### config.mk
export PLATFORM = sky130hd
export DESIGN_NAME = fetch_unit
export DESIGN_NICKNAME = d
export VERILOG_FILES = /design/src/rtl/fetch_unit.sv
export SDC_FILE = /design/constraint.sdc
export NUM_CORES = 1
export LEC_CHECK = 0
export CAP_MARGIN = 20
export CORE_AREA = 10 10 118 120
export DETAILED_ROUTE_END_ITERATION = 6
export DIE_AREA = 0 0 128 130
export GPL_TIMING_DRIVEN = 0
export PLACE_DENSITY = 0.73
export SLEW_MARGIN = 25
export SYNTH_ARGS = -nofsm -noshare
export SYNTH_HDL_FRONTEND = slang
export SYNTH_SLANG_ARGS = --single-unit
### constraint.sdc
create_clock -name clk -period 6.3 [get_ports clk]
set_clock_uncertainty 0.15 [all_clocks]
set_input_delay 1.575 -clock clk [delete_from_list [all_inputs] [get_ports clk]]
set_output_delay 1.575 -clock clk [all_outputs]
set_load 0.01 [all_outputs]
### src/rtl/fetch_unit.sv
// Instruction fetch stage: owns the PC, addresses instruction memory and
// registers the returned word into IF/ID, honouring stall, redirect and range faults.
module fetch_unit #(
    parameter int          instrn   = 7,
    parameter int          ilen     = 32,
    parameter logic [31:0] RESET_PC = 32'h0000_0000
) (
    input  logic              clk,
    input  logic              rst,
    input  logic              stall,
    input  logic              redirect,
    input  logic [31:0]       redirect_pc,
    output logic [instrn-1:0] imem_addr,
    input  logic [ilen-1:0]   imem_instr,
    output logic [31:0]       if_pc,
    output logic [31:0]       if_pc4,
    output logic [ilen-1:0]   if_instr,
    output logic              if_valid,
    output logic              misalign_err,
    output logic              range_err
);

    localparam logic [ilen-1:0] NOP = ilen'(32'h0000_0013);

    typedef enum logic [2:0] {
        ACT_HALT,
        ACT_REDIRECT,
        ACT_MISALIGN,
        ACT_STALL,
        ACT_FETCH,
        ACT_RANGE
    } action_t;

    logic [31:0] pc;
    logic        in_range;
    action_t     action;

    assign imem_addr = pc[instrn+1:2];
    assign in_range  = (pc >> (instrn + 2)) == 32'd0;
    assign if_pc4    = if_pc + 32'd4;

    // Priority decode of what this edge does; a redirect overrides stall.
    always_comb begin
        // NOTE: default first so every path assigns action and no latch is inferred.
        action = ACT_FETCH;
        if (range_err)
            action = ACT_HALT;
        else if (redirect && redirect_pc[1:0] == 2'b00)
            action = ACT_REDIRECT;
        else if (redirect)
            action = ACT_MISALIGN;
        else if (stall)
            action = ACT_STALL;
        else if (!in_range)
            action = ACT_RANGE;
    end

    // Squashed slots carry a NOP tagged with the current pc so IF/ID stays well defined.
    always_ff @(posedge clk or posedge rst) begin
        if (rst) begin
            pc           <= RESET_PC;
            if_pc        <= RESET_PC;
            if_instr     <= NOP;
            if_valid     <= 1'b0;
            misalign_err <= 1'b0;
            range_err    <= 1'b0;
        end else begin
            // NOTE: non-blocking assignments so every register samples pre-edge values.
            misalign_err <= 1'b0;
            unique case (action)
                ACT_FETCH: begin
                    if_instr <= imem_instr;
                    if_pc    <= pc;
                    if_valid <= 1'b1;
                    pc       <= pc + 32'd4;
                end
                ACT_REDIRECT: begin
                    pc       <= redirect_pc;
                    if_pc    <= pc;
                    if_instr <= NOP;
                    if_valid <= 1'b0;
                end
                ACT_MISALIGN: begin
                    misalign_err <= 1'b1;
                    if_pc        <= pc;
                    if_instr     <= NOP;
                    if_valid     <= 1'b0;
                end
                ACT_RANGE: begin
                    range_err <= 1'b1;
                    if_pc     <= pc;
                    if_instr  <= NOP;
                    if_valid  <= 1'b0;
                end
                ACT_HALT: begin
                    if_pc    <= pc;
                    if_instr <= NOP;
                    if_valid <= 1'b0;
                end
                ACT_STALL: begin
                end
                default: begin
                end
            endcase
        end
    end

endmodule

==> summary.txt <==
Floorplanning
  • Io pins: 174
  • Core Area: 0.0117 mm2
  • Die area: 0.0166 mm2
  • Die W: 128 um
  • Num rows: 40
  • Initial core utilization: 38.9%
  • Die Y: 130 um

Routing
  • Initial detailed-routing violation count: 236
  • Metal3 WL: 1.63 mm
  • DR DRC count: 0
  • Final wirelength: 14.0 mm
  • Met2 WL: 6.58 mm
  • Uppermost layer routed: met4
  • Pre-antenna DRT Iters: 4
  • Met1 wire length: 5.68 mm
  • Routed WL per cell: 18.3 um
  • Via count: 3,903
  • Final antenna-violating net count: 0
  • Post-DR vias/cell: 5.10

Logic synthesis
  • Avg Inst Size Synth: 10.6 um2
  • Count of flip-flops with a built-in enable after synthesis: 0
  • Yosys top cell area share: 52.8%
  • Synth cell types: 41
  • Mapped Nets: 499
  • Synthesized flop and latch total: 99
  • Syn Std Cell Area: 0.00455 mm2
  • Synth Flop Type: dfrtp_1
  • Cells after synthesis: 429
  • Dominant cell type by area after synthesis: dfrtp_1
  • Top post-synthesis cells by area: dfrtp_1 53%, nand2_1 9.1%, a22o_1 5.6%, mux2_2 5.4%, xor2_1 3.1%
  • Yosys warning count: 0
  • Asr flop ratio synth: 100%
  • Post-synthesis sequential area ratio: 54.5%

Clocking
  • H-tree levels: 3
  • Cts repair resizes: 0
  • Clock sink total: 99
  • Worst-path clk slew: 70 ps
  • Hold buffers post-CTS: 0
  • Postcts setup bufs: 0
  • Skew-Pair Late Insertion Delay: 340 ps
  • TritonCTS clock tree: yes
  • CTS Root Cell: clkbuf_16
  • CTS Buffer Depth: 2
  • TritonCTS Buffers: 9

Global routing
  • Total GRT Usage: 16.7%
  • Largest net degree at the start of global routing: 71
  • Global-route wire length before repair: 22.0 mm
  • Vias in the first global route: 4,149
  • Gr ovfl total: 0
  • Initial antenna violation count: 0

Layout
  • Area Growth Syn to Fin: 49.2%
  • Final Util: 58.0%
  • Final net count: 683
  • # diodes: 0
  • Share of post-route cells with drive strength above 1: 10.5%
  • Final std cells w/o fill: 765

Timing
  • Slew HR: 56.5%
  • Hold Worst Slack: 317 ps
  • Fmax: 0.227 GHz
  • Actual slew at the worst max-slew pin: 652 ps
  • RSZ-0062 raised after global routing: false
  • TNS Setup: 0 ps
  • Final Cycle Share: 69.9%
  • Final setup violation count: 0
  • Min Tclk post-route: 4400 ps
  • Hold Fails Final Rpt: 0
  • Max-slew violation count: 0

Worst setup path
  • Cell depth of the worst flop-to-flop path: 5
  • CP max-delay cell: clkdlybuf4s50_1
  • Req. time, crit path: 4580 ps
  • Crit path DAT: 2680 ps
  • Crit start category: flip-flop
  • Worst Setup SP: if_pc[9]$_DFFE_PP0P_
  • Reg-to-reg critical path endpoint: pc[4]$_DFFE_PP0P_
  • Worst-path maximum fanout: 10
  • CP endpoint kind: primary output
  • Reg2reg start: pc[25]$_DFFE_PP0P_
  • Critical Path Max Stage Delay: 570 ps
  • Worst-path cell chain: and4_1, nand2_1, clkbuf_1, nor4_1, xor2_1, clkdlybuf4s50_1
  • FF-to-FF setup slack: 4050 ps
  • Kind of critical path: reg -> out

Min path
  • Hold Path Origin: pc[1]$_DFFE_PP0P_
  • Hold WC Path Type: reg -> reg
  • Hold Path End: if_pc[1]$_DFFE_PP0P_
  • WHS Path Cells: 2

Pwr
  • Sw Share: 27.5%
  • Part of the power in combinational logic: 20.4%
  • Highest ir drop seen on vdd: 0.124 mV
  • P_leak: 3.02 nW
  • Flop pwr share: 46.0%
  • Post-layout power: 1.66 mW
  • P_sw: 0.455 mW
  • Internal cell power: 1.20 mW
  • Pwr Density: 244 mW/mm2
  • Clock share of power: 33.7%

Place
  • Placed Instances: 749
  • DP HPWL: 10.9 mm
  • RD Place Congestion: 0.846
  • Input/output buffers: 172

Run
  • Max Cap Violations: 0

Status
  • Status: finished, final reports clean
[critical path, delay by kind of cell, from the launching register on]
family,cells,cell delay [ps]
buf+inv,2,850
xor+xnor,1,170
simple gates,3,830
flops,1,480
[registers in the layout, indices dropped and copies added (netlist names)]
signal,cells
if_instr,32
if_pc,32
pc,32
if_valid,1
misalign_err,1
range_err,1
[placed cells by master, fill, tap and decap left out, types with 8 or more instances in the layout]
cell and count:
mux2_2 22, clkbuf_16 9, nor4_1 13, buf_4 9
xnor2_1 12, and3_1 8, xor2_1 16, nand3_1 13
clkbuf_1 13, dfrtp_1 96, and2_1 9, clkdlybuf4s50_1 172
nand2_1 110, o21ai_0 10, a22o_1 29
[power by group through the flow]
stage,registers [mW],clock network (mW),logic [mW]
final,0.761,0.558,0.338
after global routing,0.772,0.593,0.367
after detailed placement,0.773,0,0.344
after CTS,0.761,0.572,0.346
after floorplan,0.767,0,0.128
after global placement,0.770,0,0.336
[worst max path at each step]
stage / slack (ps) / cells after the start / to
floorplan: 1990 / 1 / if_instr[10]$_DFFE_PP0P_
global placement: 530 / 2 / if_pc[25]$_DFFE_PP0P_
detailed placement: 2230 / 6 / if_pc4[22]
CTS: 1840 / 6 / if_pc4[22]
global route: 1560 / 6 / if_pc4[22]
finish: 1900 / 6 / if_pc4[26]
[area by class of cell]
cell class / instances / area, um2
plain buffers: 28 / 146
clock buffers: 9 / 225
repair buffers: 173 / 1750
well taps: 147 / 184
clock inverters: 7 / 76.3
fillers: 1068 / 4920
flip-flops and latches: 99 / 2480
multi-input cells: 296 / 1900
inverters: 6 / 27.5
[metal layers]
layer	track usage, %	vias to the layer above
met5	0	-
met2	27.6	164
li1	-	1866
met3	7.18	12
met4	5.36	0
met1	19.1	1861
[per-stage QoR]
step,cell area (um2),worst slack [ps]
CTS,6790,1840
detailed placement,6490,2230
global placement,6460,534
finish,6790,1900
floorplan,4550,1990
global route,6790,1560
[logic make-up after synthesis]
| group | Yosys count | synth area share [%] |
|---|---|---|
| simple gates | 190 | 20.8 |
| xor+xnor | 28 | 5.39 |
| buf+inv | 34 | 3.71 |
| mux | 23 | 5.66 |
| flops | 99 | 54.5 |
| fa+ha+maj | 2 | 0.550 |
| compound gates | 53 | 9.38 |
[cells in the mapped netlist, drive strengths merged (3+ instances only)]
master	count
nand2	110
dfrtp	96
a22o	29
mux2	22
nor4	16
xor2	16
buf	15
clkbuf	13
nand3	13
xnor2	12
o21ai	10
and2	9
and3	8
nand4	8
nor3	7
inv	6
nor2	5
a221o	4
and4	3
dfstp	3
nor2b	3
o22a	3
No activity file was read; power rests on OpenSTA's default activity.
